$ cat config.mk
export PLATFORM = sky130hd
export DESIGN_NAME = max_sort8
export DESIGN_NICKNAME = d
export VERILOG_FILES = /design/src/rtl/max_sort8.sv
export SDC_FILE = /design/constraint.sdc
export NUM_CORES = 1
export LEC_CHECK = 0
export ABC_AREA = 1
export CAP_MARGIN = 20
export CORE_ASPECT_RATIO = 0.75
export CORE_MARGIN = 1
export CORE_UTILIZATION = 60
export DETAILED_ROUTE_END_ITERATION = 8
export GPL_ROUTABILITY_DRIVEN = 0
export PLACE_DENSITY = 0.8
export REMOVE_ABC_BUFFERS = 1
export SLEW_MARGIN = 15
export SYNTH_ARGS = -nofsm -noshare
export SYNTH_HDL_FRONTEND = slang
export SYNTH_SLANG_ARGS = --single-unit
$ cat constraint.sdc
create_clock -name CLK -period 5 [get_ports CLK]
set_input_delay 1.25 -clock CLK [delete_from_list [all_inputs] [get_ports CLK]]
set_output_delay 1.25 -clock CLK [all_outputs]
set_load 0.01 [all_outputs]
$ cat src/rtl/max_sort8.sv
// Batch sorter: loads up to 8 entries, then repeatedly scans for the
// maximum and emits it, ties going to the lowest load slot.
module max_sort8 #(
  parameter int DATA_BITS = 16
) (
  input  logic                 CLK,
  input  logic                 RST,
  input  logic                 IN_VALID,
  output logic                 IN_READY,
  input  logic [DATA_BITS-1:0] IN_DATA,
  input  logic                 IN_LAST,
  output logic                 OUT_VALID,
  input  logic                 OUT_READY,
  output logic [DATA_BITS-1:0] OUT_DATA,
  output logic [2:0]           OUT_NUMBER,
  output logic                 OUT_LAST,
  output logic                 BUSY
);

  typedef enum logic [1:0] {
    LOAD,
    SCAN,
    EMIT
  } state_t;

  state_t               state_q, state_d;
  logic [DATA_BITS-1:0] mem_q [8];
  logic [7:0]           present_q;
  logic [3:0]           count_q;
  logic [2:0]           wr_slot_q;
  logic [2:0]           scan_idx_q;
  logic [2:0]           best_num_q;
  logic [DATA_BITS-1:0] best_val_q;
  logic                 best_found_q;
  logic                 in_fire;
  logic                 out_fire;
  logic                 load_done;
  logic                 rescan;
  logic                 take;

  assign in_fire   = IN_VALID && IN_READY;
  assign out_fire  = OUT_VALID && OUT_READY;
  assign load_done = in_fire && (IN_LAST || wr_slot_q == 3'd7);
  assign rescan    = out_fire && (count_q != 4'd1);

  // Strict compare keeps the earlier slot on ties.
  assign take = (state_q == SCAN) && present_q[scan_idx_q] &&
                (!best_found_q || mem_q[scan_idx_q] > best_val_q);

  always_ff @(posedge CLK or posedge RST) begin
    if (RST) state_q <= LOAD;
    else     state_q <= state_d;
  end

  always_comb begin
    state_d    = state_q;
    IN_READY   = 1'b0;
    OUT_VALID  = 1'b0;
    OUT_DATA   = '0;
    OUT_NUMBER = '0;
    OUT_LAST   = 1'b0;
    BUSY       = 1'b1;
    unique case (state_q)
      LOAD: begin
        IN_READY = 1'b1;
        BUSY     = 1'b0;
        if (IN_VALID && (IN_LAST || wr_slot_q == 3'd7))
          state_d = SCAN;
      end
      SCAN: begin
        if (scan_idx_q == 3'd7)
          state_d = EMIT;
      end
      EMIT: begin
        OUT_VALID  = 1'b1;
        OUT_DATA   = best_val_q;
        OUT_NUMBER = best_num_q;
        OUT_LAST   = (count_q == 4'd1);
        if (OUT_READY)
          state_d = (count_q == 4'd1) ? LOAD : SCAN;
      end
      default: state_d = LOAD;
    endcase
  end

  always_ff @(posedge CLK or posedge RST) begin
    if (RST) begin
      present_q    <= '0;
      count_q      <= '0;
      wr_slot_q    <= '0;
      scan_idx_q   <= '0;
      best_num_q   <= '0;
      best_val_q   <= '0;
      best_found_q <= 1'b0;
    end else begin
      if (in_fire) begin
        present_q[wr_slot_q] <= 1'b1;
        count_q              <= count_q + 4'd1;
        wr_slot_q            <= load_done ? 3'd0 : wr_slot_q + 3'd1;
      end
      if (state_q == SCAN)
        scan_idx_q <= scan_idx_q + 3'd1;
      if (take) begin
        best_val_q   <= mem_q[scan_idx_q];
        best_num_q   <= scan_idx_q;
        best_found_q <= 1'b1;
      end
      if (out_fire) begin
        present_q[best_num_q] <= 1'b0;
        count_q               <= count_q - 4'd1;
      end
      if (load_done || rescan) begin
        scan_idx_q   <= '0;
        best_found_q <= 1'b0;
      end
    end
  end

  always_ff @(posedge CLK) begin
    if (in_fire)
      mem_q[wr_slot_q] <= IN_DATA;
  end

endmodule
### After elaboration in Yosys (flattened, before gate mapping)

Memory sizes are Yosys's and may differ from the RTL's.
Index checks and enable logic that the tools add are counted.

| storage, ports and cells | value |
|---|---|
| output and inout port bits | 23 |
| input bits | 21 |
| logic and storage cells | 77 |
| memories kept | 1 |
| register bits after elaboration | 40 |
| memory bits (writable) | 128 |

| operators by class | value |
|---|---|
| $add $sub $neg | 4 |
| equality and inequality tests | 9 |
| bitwise gates (word level) | 3 |
| magnitude comparators | 6 |
| reduce and logical (&&, ||, !) cells | 18 |
| muxes and demuxes | 28 |

Memories:

| memory | words | width | read ports | clocked after memory_dff | wr ports | line | RTL |
|---|---|---|---|---|---|---|---|
| mem_q | 8 | 16 | 1 | 0 | 1 | 27 | `logic [DATA_BITS-1:0] mem_q [8];` |

Operators by type and width:

| operator | count |
|---|---|
| $gt 16x16->1 | 1 |
| $mux 16 | 1 |
| $mux 8 | 2 |
| $lt 3x4->1 const B | 3 |
| $mux 1 | 12 |
| $mux 3 | 4 |
| $logic_and 1x1->1 | 9 |
| $and 8x8->8 | 1 |
| $mux 4 | 2 |
| $not 8->8 | 1 |
| $or 8x8->8 | 1 |
| $add 3x1->3 const B | 2 |
| $demux 1 s3 | 2 |
| $eq 3x3->1 const B | 2 |
| $ge 3x1->1 const B | 2 |
| $mux 2 | 3 |
| $ne 2x2->1 const B | 3 |
| $pmux 2 s3 | 1 |
| $reduce_bool 2->1 | 3 |
| $add 4x1->4 const B | 1 |
| $eq 4x1->1 const B | 1 |
| $ne 4x1->1 const B | 1 |
| $sub 4x1->4 const B | 1 |
| $bmux 1 s3 | 1 |
| other kinds (6) | 8 |

### Depth between registers and ports, before layout

Gate-level depths: netlist of the first run.

| logic depth | value |
|---|---|
| depth after elaboration | 8 |
| gate-level depth with buffers | 24 |
| depth with buffers taken out | 21 |

### Worst setup path before layout of the first run

Ideal clock, no wire load.

| timing | value |
|---|---|
| path kind | input-to-reg |
| from | input port IN_VALID |
| to | memory mem_q[1][0], enable pin |
| data arrival time | 2.762 ns |
| buffers on the path | 0 |
| setup slack | 1.827 ns |
| setup time | 0.412 ns |
| required time | 4.588 ns |
| cell stages on the path | 4 |
| cell sequence | nand2_1 -> nor2_1 -> inv_1 -> nor3_1 |

| on the way | value |
|---|---|
| longest elaborated chain between the ends | 3 |

Ends and longest elaborated chain:

| item | line | RTL |
|---|---|---|
| from (decl) | 8 | `input logic IN_VALID,` |
| $logic_and 1x1->1 | 41 | `assign in_fire = IN_VALID && IN_READY;` |
| $mux 1 | 120 | `if (in_fire)` |
| $mux 1 (implied by the code) | 121 | `mem_q[wr_slot_q] <= IN_DATA;` |
| to (decl) | 27 |  |

No other way between the ends.

### Worst setup path in the final report of the first run

| timing | value |
|---|---|
| from | register scan_idx_q[0] |
| to | register best_val_q[1], read port of mem_q |

| on the way | value |
|---|---|
| longest elaborated chain between the ends | 4 |
| elaborated cells on any way between the ends | 7 |
| those cells by class | order compare (1); mux (2); reduce/logical (3); memory (1) |

Ends and longest elaborated chain:

| item | line | RTL |
|---|---|---|
| from (decl) | 31 | `logic [2:0] scan_idx_q;` |
| from (signal assigned) | 102 | `scan_idx_q <= scan_idx_q + 3'd1;` |
| $mem_v2 8x16 / $bmux 1 s3 (equally long branches) | - |  |
| $gt 16x16->1 / $mux 1 (equally long branches) | 48, 47 |  |
| $logic_or 1x1->1 / $logic_and 1x1->1 (equally long branches) | 48, 47 |  |
| $logic_and 1x1->1 | 47 | `assign take = (state_q == SCAN) && present_q[scan_idx_q] &&` |
| to (decl) | 33 | `logic [DATA_BITS-1:0] best_val_q;` |

Parallel ways exist; a longest one is shown, timed or not. The select of a mux whose other input is x is not followed.
A chain may end at the register's enable or synchronous reset.

==> results_dict.tcl, run 1 <==
set metrics [dict create \
    synth_warnings 0 \
    max_freq_mhz 252 \
    ys.flop_type "edfxtp_1" \
    die_area_um2 12800 \
    via_per_inst 5.79 \
    ir_drop_v 0.000473 \
    drv_cap 0 \
    synth_cell_type_count 31 \
    clockRootBuffer "clkbuf_16" \
    drt_first_pass_iters 5 \
    min_period_ns 3.96 \
    cellPowerDensity_nw_per_um2 626 \
    via_count 5281 \
    area_growth_pct 15.6 \
    design_area_um2 8550 \
    ant_nets 0 \
    synth.avg_cell_area_um2 10.7 \
    pin_count 44 \
    start_util_pct 62.8 \
    core.rowCount 34 \
    cts_tree "built" \
    yosysTopAreaCell "edfxtp_1" \
    power_mw 5.35 \
    cts_buffers 17 \
    cp.required_ns 5.32 \
    die_x_um 130 \
    port_buffers 43 \
    die_y_um 98.2 \
    synthTopCellsByCount "nor2_1 (132), edfxtp_1 (128), nand2_1 (119)" \
    htree_levels 4 \
    post_cts_resized 0 \
    cp.arrival_ns 4.28 \
    layout-drive-gt1-share_pct 7.87 \
    overflow 0 \
    hold_class "flip-flop to flip-flop" \
    routed_wl_um 16900 \
    multiInputGateArea_um2 2180 \
    drc_errors 0 \
    grt_pass1_vias 5066 \
    nNetsFinal 781 \
    core_um2 11800 \
    yosysMostFrequentCell "nor2_1" \
    hpwl_um 10100 \
    nFillCells 798 \
    tns_ns 0 \
    endpoint_kind "flip-flop" \
    postLayoutCoreUtil_pct 72.6 \
    p_leak_nw 3.38 \
    antenna_cells_inserted 0 \
    report.final.slew_viol_count 0 \
    final-seq-area_um2 4850 \
    cts_sinks 168 \
    rsz0062_at_grt "false" \
    post_cts_buffers 0 \
    postPlaceCellArea_um2 7960 \
    slew_headroom_pct 32.1 \
    final-hold-violation-count 0 \
    syn_inst 691 \
    status "finished, final reports clean" \
    setup_viol 0 \
    worstSkewPairLatency_ns 0.44 \
    seq_area_frac_synth_pct 65.5 \
    wl_per_cell_um 18.5 \
    ys_async_sr_fraction_pct 23.8 \
    period_share_pct 79.2 \
    antenna_found_initial 0 \
    skew_ns 0.0113 \
    synth_area_leaders "edfxtp_1 (52%), dfrtp_1 (14%), nor2_1 (6.7%)" \
    syn-cell-area_um2 7400 \
    path_class "flip-flop to flip-flop" \
    clk_pin_slew_worst_paths_ns 0.06 \
    place_ws_ns 1.15 \
    hold_buffers 0 \
    grt.total_usage_pct 28.2 \
    clockBufferDepth 2 \
    final.setup.worst_slack_ns 1.04 \
    synth-edff-count 128 \
    crit_fanout 43 \
    worst_slew_pin_slew_ns 1.02 \
    ys_ff_latch 168 \
    drtIter0Drc 515 \
    critPathLaunchType "flip-flop" \
    grt_pass1_wl_um 26200 \
    grt_max_degree 71 \
    synth_top_area_share_pct 51.9 \
]
[metrics by stage]
| step | instances | hold WS [ns] |
|---|---|---|
| 6_report | 912 | 0.473 |
| 2_1_floorplan | 660 | 0.442 |
| 3_5_place_dp | 880 | 0.459 |
| 4_1_cts | 912 | 0.475 |
| 3_3_place_gp | 880 | 0.454 |
| 5_1_grt | 912 | 0.500 |
[sequential cells by signal, summed over array words and instances (netlist names)]
name          flops
mem_q           128
best_val_q       16
present_q         8
count_q           4
best_num_q        3
scan_idx_q        3
wr_slot_q         3
state_q           2
best_found_q      1
[layout by cell type, fill, tap and decap left out, types with 2 or more instances in the layout]
master / count
a31oi_1: 18
bufinv_16: 2
edfxtp_1: 128
nand2_1: 119
inv_2: 4
clkinv_4: 3
nand3_1: 27
o21ai_0: 42
inv_6: 6
o21ai_1: 36
clkbuf_16: 17
dfrtp_1: 39
a21oi_1: 22
a31oi_2: 5
clkinv_1: 2
inv_1: 45
buf_4: 15
nor3_2: 2
xor2_1: 3
ha_1: 23
o22ai_1: 4
nor2_1: 132
clkdlybuf4s50_1: 43
[where the power goes]
| part | internal [mW] | switching (mW) |
|---|---|---|
| Combinational | 0.676 | 1.46 |
| Sequential | 1.75 | 0.135 |
| Clock | 0.749 | 0.574 |
| Total | 3.18 | 2.17 |
[metal layers]
metal | global-route usage [%] | share of wire [%] | vias to the layer above
li1 | - | - | 2452
met1 | 38.6 | 41 | 2516
met2 | 42.3 | 47 | 281
met3 | 7.67 | 10 | 32
met4 | 12.9 | 2.5 | 0
met5 | 0 | 0 | -
[logic make-up (layout without fill, tap and decap cells)]
logic type / Yosys count / in the layout / synth area share [%]
buffers and inverters: 81 / 140 / 5.19
flip-flops: 168 / 168 / 65.5
AND/OR/NAND/NOR: 284 / 284 / 15.1
adder cells (fa/ha/maj): 23 / 23 / 3.89
XOR/XNOR: 3 / 3 / 0.355
AO/OA/AOI/OAI: 132 / 132 / 10.0
[cell type report]
cell class / count / area share [%]
well taps: 162 / 2.37
clock inverters: 14 / 1.89
multi-input cells: 442 / 25.5
clock buffers: 18 / 5.02
repair buffers: 58 / 6.35
flip-flops and latches: 168 / 56.7
inverters: 50 / 2.19
[worst paths after layout]
| path | start | endpoint | slack (ns) | cells past startpoint |
|---|---|---|---|---|
| worst max register to register | scan_idx_q[0] | best_val_q[1] | 1.04 | 16 |
| worst min-delay path | best_val_q[5] | best_val_q[5] | 0.47 | 2 |
| min in group asynchronous | RST | state_q[0] | 1.26 | 3 |
| max in group asynchronous | RST | scan_idx_q[0] | 3.36 | 3 |
| worst min register to register | best_val_q[5] | best_val_q[5] | 0.47 | 2 |
| worst max-delay path | scan_idx_q[0] | best_val_q[1] | 1.04 | 16 |
[worst max-delay path: stages (launching register included)]
cell and delay, ns:
dfrtp_2 0.41, inv_2 0.51, buf_4 0.42, nor2_1 0.07, o21ai_0 0.16, a21oi_1 0.07
a31oi_1 0.31, ha_1 0.17, nand2_1 0.07, nor3_1 0.34, nand2_1 0.09, nand2_1 0.06
nand2_1 0.05, nand2_1 0.56, nand2_4 0.30, nand2_1 0.16, nand2_1 0.06
(Power assumes the default switching activity.)
==> inputs of run 2 (changes only) <==
--- a/config.mk
+++ b/config.mk
@@ -9,10 +9,10 @@
 export CAP_MARGIN = 20
 export CORE_ASPECT_RATIO = 0.75
 export CORE_MARGIN = 1
-export CORE_UTILIZATION = 60
+export CORE_UTILIZATION = 59
 export DETAILED_ROUTE_END_ITERATION = 8
 export GPL_ROUTABILITY_DRIVEN = 0
-export PLACE_DENSITY = 0.8
+export PLACE_DENSITY = 0.79
 export REMOVE_ABC_BUFFERS = 1
 export SLEW_MARGIN = 15
 export SYNTH_ARGS = -nofsm -noshare
==> constraint.sdc (replaced) <==
create_clock -name CLK -period 3.9 [get_ports CLK]
set_input_delay 0.975 -clock CLK [delete_from_list [all_inputs] [get_ports CLK]]
set_output_delay 0.975 -clock CLK [all_outputs]
set_load 0.01 [all_outputs]
==> run 2 against run 1 <==
  * Sequential share of layout area decreased by 0.54 points
  * Flip-flop and latch count unchanged
  * Via count increased by 0.23%
  * Critical path depth decreased by 12
  * Global-route usage decreased by 0.59 points
  * Sequential power increased by 30%
  * Register-to-register slack got worse by 0.44 ns
  * Power increased by 30%
  * Final cell count increased by 1.2%
  * Die area increased by 1.7%
  * Critical path type is now flip-flop to primary output
  * Largest power group unchanged
  * Highest routed layer unchanged
==> results_dict.tcl, run 2 (synthesis gave the netlist of run 1 again) <==
set metrics [dict create \
    status "finished, final reports clean" \
    grt_pass1_vias 5109 \
    nNetsFinal 788 \
    reg_top3 "mem_q (128), best_val_q (16), present_q (8)" \
    intPower_mw 4.20 \
    critPathLaunchType "flip-flop" \
    final.setup.worst_slack_ns 0.557 \
    regMostFlops "mem_q" \
    start_util_pct 60.3 \
    drv_cap 0 \
    postLayoutCoreUtil_pct 70.4 \
    antenna_found_initial 0 \
    place_ws_ns 0.668 \
    via_count 5293 \
    hold_ws_ns 0.475 \
    hpwl_um 10600 \
    skew_ns 0.00941 \
    clockBufferDepth 2 \
    grt_pass1_wl_um 26700 \
    hold_class "flip-flop to flip-flop" \
    ir_drop_v 0.000436 \
    hold_buffers 0 \
    post_cts_buffers 0 \
    path_class "flip-flop to primary output" \
    critPathTopFamily "simple AND/OR/NAND/NOR gates" \
    routed_wl_um 16800 \
    p_comb_share_pct 40.3 \
    grt_max_degree 43 \
    drtIter0Drc 389 \
    worst_slew_pin_slew_ns 0.940 \
    min_period_ns 3.34 \
    cp.arrival_ns 2.37 \
    max_stage_delay_ns 0.60 \
    path_cells "inv_1 > nand2_1 > nor2_1 > clkdlybuf4s50_1" \
    cts_sinks 168 \
    via_per_inst 5.73 \
    setup_viol 0 \
    cellPowerDensity_nw_per_um2 806 \
    dp_cells 891 \
    wl_per_cell_um 18.2 \
    p_leak_nw 3.41 \
    crit_buf_inv 2 \
    worstSkewPairLatency_ns 0.42 \
    core.rowCount 35 \
    drc_errors 0 \
    drt_first_pass_iters 5 \
    area_growth_pct 16.7 \
    report.final.slew_viol_count 0 \
    p_seq_share_pct 35.2 \
    final_cells 923 \
    ant_nets 0 \
    endpoint_kind "primary output" \
    clk_pin_slew_worst_paths_ns 0.06 \
    grt.total_usage_pct 27.6 \
    port_buffers 43 \
    post_cts_resized 0 \
    die_x_um 131 \
    max_freq_mhz 299 \
    htree_levels 4 \
    layout_commonest_cell "nor2_1" \
    period_share_pct 85.7 \
    clockRootBuffer "clkbuf_16" \
    pin_count 44 \
    die_area_um2 13000 \
    crit_fanout 22 \
    p_sw_mw 2.76 \
    clkPwrFrac_pct 24.6 \
    rsz0062_at_grt "false" \
    antenna_cells_inserted 0 \
    crit_path_top_delay_cell "clkdlybuf4s50_1" \
    cp.required_ns 2.92 \
    largest_reg_flops 128 \
    layout-drive-gt1-share_pct 8.72 \
    mostFrequentLayoutCells "nor2_1 (132), edfxtp_1 (128), nand2_1 (119)" \
    power.share.switching_pct 39.6 \
    slew_headroom_pct 37.1 \
    core_um2 12300 \
    die_y_um 99.0 \
    cts_buffers 17 \
    overflow 0 \
    final-hold-violation-count 0 \
    cts_tree "built" \
]
run 2: cell types whose count changed in the layout (fill, tap and decap cells not counted):
cell	change
buf_4	+6
clkinvlp_4	+2
inv_6	-2
buf_12	+1
bufinv_16	+1
clkbuf_1	+1
clkinv_1	-1
clkinv_2	+1
clkinv_4	-1
inv_8	-1
run 2: layout make-up:
type | instances | area, um2
well taps | 166 | 208
clock inverters | 13 | 170
repair buffers | 65 | 608
inverters | 50 | 188
flip-flops and latches | 168 | 4850
clock buffers | 19 | 433
fillers | 868 | 3630
multi-input cells | 442 | 2180
run 2: per-stage QoR:
| step | TNS, ns | power [mW] | instance area (um2) |
|---|---|---|---|
| 2_1_floorplan | -2.15 | 4.27 | 7200 |
| 3_3_place_gp | 0 | 5.09 | 8030 |
| 3_5_place_dp | 0 | 5.22 | 8030 |
| 4_1_cts | 0 | 6.95 | 8630 |
| 5_1_grt | 0 | 7.43 | 8630 |
| 6_report | 0 | 6.96 | 8630 |
run 2: tightest hold or removal path, stage by stage (launching register included):
cell	delay, ns
dfrtp_1	0.35
nand2_1	0.05
nand2_1	0.05
run 2: layer usage:
metal  vias to the layer above  GRT usage, %  routed length, um
met5                         -             0                  0
met4                         0          9.30                287
met3                        25          7.46               1430
met2                       239          43.2               7820
met1                      2557          37.8               7240
li1                       2472             -                  -
run 2: path summary, 6_finish.rpt:
check	start	to	slack [ns]	cells after the start
hold reg to reg	best_val_q[2]	best_val_q[2]	0.48	2
min in group asynchronous	RST	state_q[1]	1.00	2
hold / removal	best_val_q[2]	best_val_q[2]	0.48	2
setup / recovery	state_q[0]	OUT_DATA[12]	0.56	4
max in group asynchronous	RST	scan_idx_q[0]	2.09	3
setup reg to reg	scan_idx_q[0]	best_val_q[5]	0.60	19
run 2: power groups by stage:
stage                     Clock (mW)  Combinational [mW]  Sequential [mW]
after floorplan                    0                1.77             2.50
after global placement             0                2.63             2.47
after detailed placement           0                2.75             2.47
after CTS                       1.72                2.78             2.44
after global routing            1.81                3.14             2.48
final                           1.71                2.80             2.45
